File: config.mk
export PLATFORM = sky130hd
export DESIGN_NAME = instr_fetch_decode
export DESIGN_NICKNAME = d
export VERILOG_FILES = /design/src/rtl/archel_pkg.sv /design/src/rtl/instr_field_split.sv /design/src/rtl/instr_fetch_decode.sv
export SDC_FILE = /design/constraint.sdc
export NUM_CORES = 1
export LEC_CHECK = 0
export CORE_MARGIN = 2
export CORE_UTILIZATION = 40
export CTS_BUF_LIST = sky130_fd_sc_hd__clkbuf_4 sky130_fd_sc_hd__clkbuf_8
export DETAILED_ROUTE_END_ITERATION = 12
export PLACE_DENSITY_LB_ADDON = 0.2
export SETUP_SLACK_MARGIN = 0.3
export SYNTH_ARGS = -nofsm -noshare
export SYNTH_HDL_FRONTEND = slang
export SYNTH_SLANG_ARGS = --single-unit
File: constraint.sdc
create_clock -name clk -period 1.5 [get_ports clk]
set_clock_uncertainty 0.1 [all_clocks]
set_input_delay 0.3 -clock clk [delete_from_list [all_inputs] [get_ports clk]]
set_output_delay 0.3 -clock clk [all_outputs]
set_load 0.005 [all_outputs]
File: src/rtl/archel_pkg.sv
// Shared opcode constants, instruction field positions and fetch/decode FSM encodings.
// Pure declarations; no logic or latency.
// Imported by the fetch/decode top and its field-split helper.
package archel_pkg;

    localparam int INSTR_W = 16;

    // Field bit positions inside the 16-bit instruction word
    localparam int OPC_MSB = 15;
    localparam int OPC_LSB = 12;
    localparam int DST_MSB = 11;
    localparam int DST_LSB = 9;
    localparam int SRC_MSB = 8;
    localparam int SRC_LSB = 6;
    localparam int IMM_MSB = 5;
    localparam int IMM_LSB = 0;

    // Opcode map
    localparam logic [3:0] OP_NOP    = 4'h0;
    localparam logic [3:0] OP_MOV    = 4'h1;
    localparam logic [3:0] OP_ADD    = 4'h2;
    localparam logic [3:0] OP_SUB    = 4'h3;
    localparam logic [3:0] OP_AND    = 4'h4;
    localparam logic [3:0] OP_OR     = 4'h5;
    localparam logic [3:0] OP_XOR    = 4'h6;
    localparam logic [3:0] OP_SHL    = 4'h7;
    localparam logic [3:0] OP_SHR    = 4'h8;
    localparam logic [3:0] OP_LDI    = 4'h9;
    localparam logic [3:0] OP_LD     = 4'hA;
    localparam logic [3:0] OP_ST     = 4'hB;
    localparam logic [3:0] OP_RSV_LO = 4'hC;
    localparam logic [3:0] OP_RSV_HI = 4'hE;
    localparam logic [3:0] OP_HALT   = 4'hF;

    typedef enum logic [1:0] {
        ST_FETCH = 2'd0,
        ST_ISSUE = 2'd1,
        ST_HALT  = 2'd2
    } state_t;

    typedef struct packed {
        logic [3:0] opcode;
        logic [2:0] reg_dst;
        logic [2:0] reg_src;
        logic [5:0] imm;
    } instr_t;

    // Opcodes 0xC..0xE are reserved; they trap when the trap feature is built in
    function automatic logic is_reserved_op(input logic [3:0] op);
        return (op >= OP_RSV_LO) && (op <= OP_RSV_HI);
    endfunction

endpackage

File: src/rtl/instr_field_split.sv
// Splits a raw 16-bit instruction word into opcode/dst/src/imm fields.
// Latency: purely combinational, zero cycles.
// Backpressure: none; output follows input.
module instr_field_split
    import archel_pkg::*;
(
    input  logic [INSTR_W-1:0] word,
    output instr_t             fields
);

    assign fields.opcode  = word[OPC_MSB:OPC_LSB];
    assign fields.reg_dst = word[DST_MSB:DST_LSB];
    assign fields.reg_src = word[SRC_MSB:SRC_LSB];
    assign fields.imm     = word[IMM_MSB:IMM_LSB];

endmodule

File: src/rtl/instr_fetch_decode.sv
// Instruction fetch + decode: one request at a time to imem, decoded word offered to execute.
// Latency: imem_ack to dec_valid is 1 cycle; next imem_req 1 cycle after dec handshake.
// Backpressure: dec_valid/dec_* held until dec_ready; no new fetch while an instruction is offered.
// Optional feature macro ARCHEL_ILLEGAL_TRAP_EN: reserved opcodes 0xC-0xE trap (illegal pulse, halt).
module instr_fetch_decode
    import archel_pkg::*;
#(
    parameter int              PC_W     = 8,
    parameter logic [PC_W-1:0] RESET_PC = '0
) (
    input  logic              clk,
    input  logic              rst,
    output logic              imem_req,
    output logic [PC_W-1:0]   imem_addr,
    input  logic              imem_ack,
    input  logic [15:0]       imem_rdata,
    input  logic              redirect_valid,
    input  logic [PC_W-1:0]   redirect_pc,
    output logic              dec_valid,
    input  logic              dec_ready,
    output logic [3:0]        dec_opcode,
    output logic [2:0]        dec_reg_dst,
    output logic [2:0]        dec_reg_src,
    output logic [5:0]        dec_imm,
    output logic [PC_W-1:0]   dec_pc,
    output logic              halted,
    output logic              illegal
);

    state_t          state;
    state_t          state_nxt;
    logic [PC_W-1:0] pc;
    logic [PC_W-1:0] addr_hold;   // address of the in-flight request while its data is to be discarded
    logic            discard;
    instr_t          split;
    instr_t          dec_q;
    logic [PC_W-1:0] dec_pc_q;

    logic fetch_ack;
    logic accept;
    logic trap;
    logic issue_take;

    instr_field_split u_split (
        .word   (imem_rdata),
        .fields (split)
    );

    // An ack only counts in FETCH; it is swallowed if a redirect is pending or arrives with it
    assign fetch_ack  = (state == ST_FETCH) && imem_ack;
    assign accept     = fetch_ack && !discard && !redirect_valid;
    assign issue_take = accept && !trap;

`ifdef ARCHEL_ILLEGAL_TRAP_EN
    logic illegal_q;

    assign trap    = accept && is_reserved_op(split.opcode);
    assign illegal = illegal_q;

    // One-cycle illegal pulse, the cycle after the trapping ack
    always_ff @(posedge clk) begin
        if (rst) begin
            illegal_q <= 1'b0;
        end else begin
            illegal_q <= trap;
        end
    end
`else
    assign trap    = 1'b0;
    assign illegal = 1'b0;
`endif

    // State register
    always_ff @(posedge clk) begin
        if (rst) begin
            state <= ST_FETCH;
        end else begin
            state <= state_nxt;
        end
    end

    // Next-state and state-decoded outputs
    always_comb begin
        state_nxt = state;
        imem_req  = 1'b0;
        dec_valid = 1'b0;
        halted    = 1'b0;
        case (state)
            ST_FETCH: begin
                imem_req = 1'b1;
                if (trap) begin
                    state_nxt = ST_HALT;
                end else if (issue_take) begin
                    state_nxt = ST_ISSUE;
                end
            end
            ST_ISSUE: begin
                dec_valid = 1'b1;
                // Redirect wins over a halt handshake so the core keeps running at the target
                if (redirect_valid) begin
                    state_nxt = ST_FETCH;
                end else if (dec_ready) begin
                    state_nxt = (dec_q.opcode == OP_HALT) ? ST_HALT : ST_FETCH;
                end
            end
            ST_HALT: begin
                halted = 1'b1;
                if (redirect_valid) begin
                    state_nxt = ST_FETCH;
                end
            end
            default: begin
                state_nxt = ST_FETCH;
            end
        endcase
    end

    // Program counter, discard tracking and decoded-instruction registers
    always_ff @(posedge clk) begin
        if (rst) begin
            pc        <= RESET_PC;
            addr_hold <= RESET_PC;
            discard   <= 1'b0;
            dec_q     <= '0;
            dec_pc_q  <= '0;
        end else begin
            if (redirect_valid) begin
                pc <= redirect_pc;
            end else if (accept) begin
                pc <= pc + 1'b1;
            end

            // The request in flight cannot be cancelled: keep its address on the bus
            // and drop its data when it returns, then refetch from the new pc.
            if (state == ST_FETCH) begin
                if (imem_ack) begin
                    discard <= 1'b0;
                end else if (redirect_valid && !discard) begin
                    discard   <= 1'b1;
                    addr_hold <= pc;
                end
            end

            if (issue_take) begin
                dec_q    <= split;
                dec_pc_q <= pc;
            end
        end
    end

    assign imem_addr   = discard ? addr_hold : pc;
    assign dec_opcode  = dec_q.opcode;
    assign dec_reg_dst = dec_q.reg_dst;
    assign dec_reg_src = dec_q.reg_src;
    assign dec_imm     = dec_q.imm;
    assign dec_pc      = dec_pc_q;

endmodule
======== Word level (Yosys, flattened, before mapping) ========
Cells that the tools add are included.
word-level totals
  register bits ........................... 43
  input bits .............................. 29
  output and inout bits ................... 36
  logic and storage cells ................. 43
cells by class
  add/sub/neg operators ................... 1
  eq/ne operators ......................... 6
  multiplexer cells ....................... 14
  bitwise gates (word level) .............. 1
  reductions and logical operators ........ 12
operators by type and width
  operator               count
  $mux W8                3
  $mux W2                5
  $add A8 B1 Y8 const B  1
  $pmux W2 S3            1
  $reduce_and A3 Y1      2
  $mux W1                5
  $eq A4 B4 Y1 const B   1
  $logic_and A1 B1 Y1    4
  $ne A2 B2 Y1 const B   2
  $reduce_bool A2 Y1     2
  $ne A3 B3 Y1 const B   1
  $eq A2 B1 Y1 const B   1
  $eq A2 B2 Y1 const B   1
  $logic_not A1 Y1       2
  $logic_not A2 Y1       1
  $reduce_and A2 Y1      1
  $not A1 Y1             1

======== Logic depth before layout (Yosys ltp) ========
  word-level depth ........................ 6
  depth in mapped cells ................... 6
  mapped depth without buffers ............ 4

======== Modules after synthesis ========
From an unflattened synthesis, not the netlist that was laid out.
second synthesis, totals
  cells, all modules ...................... 228
  area, all modules ....................... 1946.9 um^2
by module, submodules not included
  module              times used  cells each  area each (um^2)  seq. area each (um^2)
  instr_fetch_decode  1           212         1826.8            860.8
  instr_field_split   1           16          120.1             0.0

======== Least setup slack after synthesis ========
No wires, ideal clock.
  kind .................................... register -> register
  start ................................... reg state[0]
  end ..................................... reg pc[7]
  library setup time ...................... 122 ps
  arrival ................................. 1384 ps
  data required time ...................... 1278 ps
  path slack .............................. -106 ps
  cell stages (with the launch flop) ...... 4
  buffers on the path ..................... 0
  period minus slack after synthesis ...... 1606 ps
  cell sequence ........................... dfxtp_1 > nor4b_4 > nand4_1 > a311o_1
between the ends
  longest elaborated chain between the ends .. 5
RTL lines
  element                              line                       source
  start, declared                      instr_fetch_decode.sv:30   state_t state;
  start signal, assigned               instr_fetch_decode.sv:78   state <= state_nxt;
  $logic_not A2 Y1                     instr_fetch_decode.sv:50   assign fetch_ack = (state == ST_FETCH) && imem_ack;
  $logic_and A1 B1 Y1                  instr_fetch_decode.sv:50
  $logic_and A1 B1 Y1 (2 in series)    instr_fetch_decode.sv:51   assign accept = fetch_ack && !discard && !redirect_valid;
  $reduce_bool A2 Y1 (no source line)  -
  end signal, assigned                 instr_fetch_decode.sv:128  pc <= redirect_pc;
  end signal, assigned                 instr_fetch_decode.sv:130  pc <= pc + 1'b1;
  end, declared                        instr_fetch_decode.sv:32   logic [PC_W-1:0] pc;
Every way passes these cells.
A chain may end at the register's enable or synchronous reset.

======== Worst setup path after layout ========
  start ................................... reg discard
  end ..................................... reg dec_pc_q[7] (netlist: dec_pc[7])
between the ends
  longest elaborated chain between the ends .. 3
RTL lines
  element                            line                       source
  start, declared                    instr_fetch_decode.sv:34   logic discard;
  start signal, assigned             instr_fetch_decode.sv:123  discard <= 1'b0;
  start signal, assigned             instr_fetch_decode.sv:137  discard <= 1'b0;
  start signal, assigned             instr_fetch_decode.sv:139  discard <= 1'b1;
  $logic_not A1 Y1                   instr_fetch_decode.sv:51
  $logic_and A1 B1 Y1 (2 in series)  instr_fetch_decode.sv:51
  end signal, assigned               instr_fetch_decode.sv:146  dec_pc_q <= pc;
  end, declared                      instr_fetch_decode.sv:37   logic [PC_W-1:0] dec_pc_q;
Every way passes these cells.

==> metrics <==
cell area after synthesis 1827 um^2; worst hold-check path type reg -> reg; HPWL after DPL 3275 um; die boundary height 71.58 um; share of post-route cells with drive strength above 1 0.4625; failing checks negative setup slack; Critical Path Start discard$_SDFFE_PP0P_; maximum level of the CTS H-tree 2; pre-CTS WS -441.5 ps; number of input and output port buffers inserted 63; reg2reg end dec_pc[7]$_SDFFE_PP0P_; initial core utilization 0.4167; arrival time worst endpoint 2050 ps; setup repair after global routing missed its margin yes; achievable clock frequency 522.5 MHz; worst voltage drop across the vdd grid 0.0006611 V; critical path class reg -> reg; vias per std cell 4.941; Critical Path Start Type flip-flop; P&R area growth vs syn 74.38%; Syn. warnings 0; min setup slack post-route -414.0 ps; fin cells around 370; wire per inst between 10 and 15 um; number of antenna-violating nets in the routed design 0; first-pass GRT wire length 8190 um; Fill cells 354; Die Wd 71.58 um; reg-to-reg startpoint discard$_SDFFE_PP0P_; core outline area roughly 4400 um^2; largest cells by area after synthesis sky130_fd_sc_hd__dfxtp_1, sky130_fd_sc_hd__nand2_1, sky130_fd_sc_hd__a21oi_1, sky130_fd_sc_hd__mux2_2, sky130_fd_sc_hd__mux2i_1; path depth of the worst reg2reg path 10; number of global-route vias before repair 1723; final weighted congestion in routability-driven placement between 0.8 and 0.9; P_leak 1.486 nW; Clock Sink Count 43; overall overflow remaining after global route 0; total I/O pin count between 60 and 70; utilization after layout 0.7266; Worst Path Max Fanout 6; Ant. Diodes 0; count of endpoints failing setup in the final report 50; flip-flop and latch count after synthesis 43; number of cell rows 24; count of distinct cell types in the synthesized netlist 30; hold buffer count at CTS 0; NumNets Final 349; Critical Path End dec_pc[7]$_SDFFE_PP0P_; Cells after DPL 337; Worst setup EP type flip-flop; wire length reported by the detailed router around 5500 um; total clock buffers created by CTS 5; detailed-route via count 1838; number of optimization iterations in the first detailed-route pass 4; share of the synthesized area in the top cell type 0.4712; Pwr per Cell Area 919.6 nW/um^2; number of buffers on the longest clock path 2; critical path required time 1630 ps; post-synthesis cell type with the largest combined area sky130_fd_sc_hd__dfxtp_1; post-layout total power 0.002929 W; combined global-route utilization of all metal layers 0.2041; outcome finished, violations left; die outline area 5124 um^2; number of pins with negative max-slew slack in the final report 0; flop-to-flop setup slack -410 ps; Final Hold Vio Count 0; clock root cell sky130_fd_sc_hd__clkbuf_8; remaining routing DRC violations 0; post-synthesis area per instance 8.617 um^2; maximum number of pins on one net before global-route repair 25; Worst-path clk slew 80 ps; min Tclk post-route between 1500 and 2000 ps; number of violations reported at the end of detailed-routing iteration 0 between 70 and 80; number of antenna violations at the first check in global routing 0; reported max-cap violation count 0; Synth Instances 212; clk_lat worst skew 300 ps; TritonCTS clock tree yes; share of the cycle needed by the critical path after routing 1.276; syn nets between 200 and 250; sequential cell area fraction in the yosys report 0.4712
==> power by group <==
group	switching [W]	internal, W	total (W)
logic	0.000248	0.000371	0.000619
clock network	0.000402	0.000684	0.00109
registers	0.0000297	0.00120	0.00122
total	0.000680	0.00225	0.00293
==> cell usage after synthesis <==
library cell / number
sky130_fd_sc_hd__nand2_1: 51
sky130_fd_sc_hd__dfxtp_1: 43
sky130_fd_sc_hd__a21oi_1: 32
sky130_fd_sc_hd__nor2_1: 15
sky130_fd_sc_hd__mux2i_1: 10
sky130_fd_sc_hd__mux2_2: 9
sky130_fd_sc_hd__clkbuf_1: 7
sky130_fd_sc_hd__inv_1: 6
sky130_fd_sc_hd__o21a_1: 5
sky130_fd_sc_hd__xnor2_1: 5
sky130_fd_sc_hd__buf_2: 4
sky130_fd_sc_hd__nand4_1: 4
sky130_fd_sc_hd__buf_6: 3
sky130_fd_sc_hd__and2b_1: 2
sky130_fd_sc_hd__a211oi_1: 1
sky130_fd_sc_hd__a311o_1: 1
sky130_fd_sc_hd__a31oi_1: 1
sky130_fd_sc_hd__and3_1: 1
sky130_fd_sc_hd__and4_1: 1
sky130_fd_sc_hd__buf_4: 1
sky130_fd_sc_hd__conb_1: 1
sky130_fd_sc_hd__ha_1: 1
sky130_fd_sc_hd__nand2b_1: 1
sky130_fd_sc_hd__nand3_1: 1
sky130_fd_sc_hd__nand3b_1: 1
sky130_fd_sc_hd__nor2b_1: 1
sky130_fd_sc_hd__nor4_1: 1
sky130_fd_sc_hd__nor4b_4: 1
sky130_fd_sc_hd__or2_2: 1
sky130_fd_sc_hd__xor2_1: 1
==> stage by stage <==
| stage | TNS, ps | area (um^2) | hold WS [ps] |
|---|---|---|---|
| after floorplan | -199.3 | 1843 | 289.1 |
| after global placement | -15060 | 2670 | 341.1 |
| after detailed placement | -15790 | 2670 | 348.0 |
| after CTS | -10520 | 3048 | 353.0 |
| after global routing | -16390 | 3186 | 370.9 |
| final | -13830 | 3186 | 351.2 |
==> worst max-delay path, stage by stage (launching register included) <==
cell and delay, ps:
sky130_fd_sc_hd__dfxtp_4 350, sky130_fd_sc_hd__buf_6 110, sky130_fd_sc_hd__buf_6 110, sky130_fd_sc_hd__nor4b_4 300, sky130_fd_sc_hd__buf_4 170, sky130_fd_sc_hd__and2b_2 180
sky130_fd_sc_hd__buf_6 130, sky130_fd_sc_hd__buf_6 100, sky130_fd_sc_hd__buf_16 120, sky130_fd_sc_hd__nand2_4 40, sky130_fd_sc_hd__a21oi_2 130
==> layout make-up <==
type                            instances  area, um^2  area share
Clock inverter                          2       60.06     0.01885
Multi-Input combinational cell        148       979.7      0.3075
Sequential cell                        43       899.6      0.2824
Timing Repair Buffer                  115        1082      0.3397
Tap cell                               52       65.06     0.02042
Clock buffer                            6       76.32     0.02396
Inverter                                6       22.52    0.007070
==> per-layer routing <==
metal / up-vias / track usage / wire length, um
met5: - / 0 / 0
met4: 0 / 0.08176 / 87
met3: 9 / 0.03235 / 222
met2: 40 / 0.3416 / 2793
met1: 876 / 0.2630 / 2392
li1: 913 / - / -
==> sequential cells by signal, indices dropped and copies added, names as in the netlist <==
name	cells
dec_pc	8
dec_reg_dst	3
state	2
dec_imm	6
addr_hold	8
pc	8
discard	1
dec_opcode	4
dec_reg_src	3
==> repair_timing <==
item,4_1_cts,5_1_grt
buffers inserted,17,5
endpoints found under the setup margin,78,59
resized for setup,171,31
pin swaps,17,10
gates cloned,4,1
==> cell usage in the layout (no fill, tap or decap), types with 2 or more instances in the layout <==
master | netlist | routed
sky130_fd_sc_hd__o21a_1 | 5 | 5
sky130_fd_sc_hd__buf_4 | 1 | 30
sky130_fd_sc_hd__nand4_1 | 4 | 4
sky130_fd_sc_hd__clkdlybuf4s50_1 | 0 | 28
sky130_fd_sc_hd__mux2i_1 | 10 | 9
sky130_fd_sc_hd__dfxtp_4 | 0 | 3
sky130_fd_sc_hd__buf_6 | 3 | 17
sky130_fd_sc_hd__nand2_4 | 0 | 3
sky130_fd_sc_hd__nor2_1 | 15 | 13
sky130_fd_sc_hd__buf_16 | 0 | 3
sky130_fd_sc_hd__buf_2 | 4 | 24
sky130_fd_sc_hd__nand2_2 | 0 | 3
sky130_fd_sc_hd__nand2_1 | 51 | 45
sky130_fd_sc_hd__dfxtp_1 | 43 | 18
sky130_fd_sc_hd__dlygate4sd2_1 | 0 | 2
sky130_fd_sc_hd__clkbuf_2 | 0 | 3
sky130_fd_sc_hd__a21oi_1 | 32 | 26
sky130_fd_sc_hd__xnor2_1 | 5 | 5
sky130_fd_sc_hd__buf_12 | 0 | 5
sky130_fd_sc_hd__dfxtp_2 | 0 | 22
sky130_fd_sc_hd__nor2_4 | 0 | 2
sky130_fd_sc_hd__inv_1 | 6 | 6
sky130_fd_sc_hd__mux2_2 | 9 | 3
sky130_fd_sc_hd__clkbuf_8 | 0 | 5
sky130_fd_sc_hd__dlymetal6s2s_1 | 0 | 2
sky130_fd_sc_hd__a21oi_2 | 0 | 6
sky130_fd_sc_hd__mux2_4 | 0 | 6
sky130_fd_sc_hd__bufinv_16 | 0 | 2
==> cells by family after synthesis <==
| kind of cell | Yosys count | synth area share |
|---|---|---|
| mux | 19 | 0.1103 |
| compound gates | 40 | 0.1212 |
| buf+inv | 21 | 0.06028 |
| flops | 43 | 0.4712 |
| fa+ha+maj | 1 | 0.006848 |
| simple gates | 81 | 0.1993 |
| xor+xnor | 6 | 0.02877 |
| other cells | 1 | 0.002053 |
==> how the worst min path moves through the flow <==
stage                                start                          end  slack (ps)  depth (start not counted)
2_1_floorplan                     imem_ack         discard$_SDFFE_PP0P_         290                          1
4_1_cts        dec_reg_dst[1]$_SDFFE_PP0P_  dec_reg_dst[1]$_SDFFE_PP0P_         350                          2
3_3_place_gp   dec_reg_dst[2]$_SDFFE_PP0P_  dec_reg_dst[2]$_SDFFE_PP0P_         340                          2
6_report       dec_reg_dst[1]$_SDFFE_PP0P_  dec_reg_dst[1]$_SDFFE_PP0P_         350                          2
5_1_grt        dec_reg_src[0]$_SDFFE_PP0P_  dec_reg_src[0]$_SDFFE_PP0P_         370                          2
3_5_place_dp        dec_pc[2]$_SDFFE_PP0P_       dec_pc[2]$_SDFFE_PP0P_         350                          2
Power figures use the tool's default switching activity.
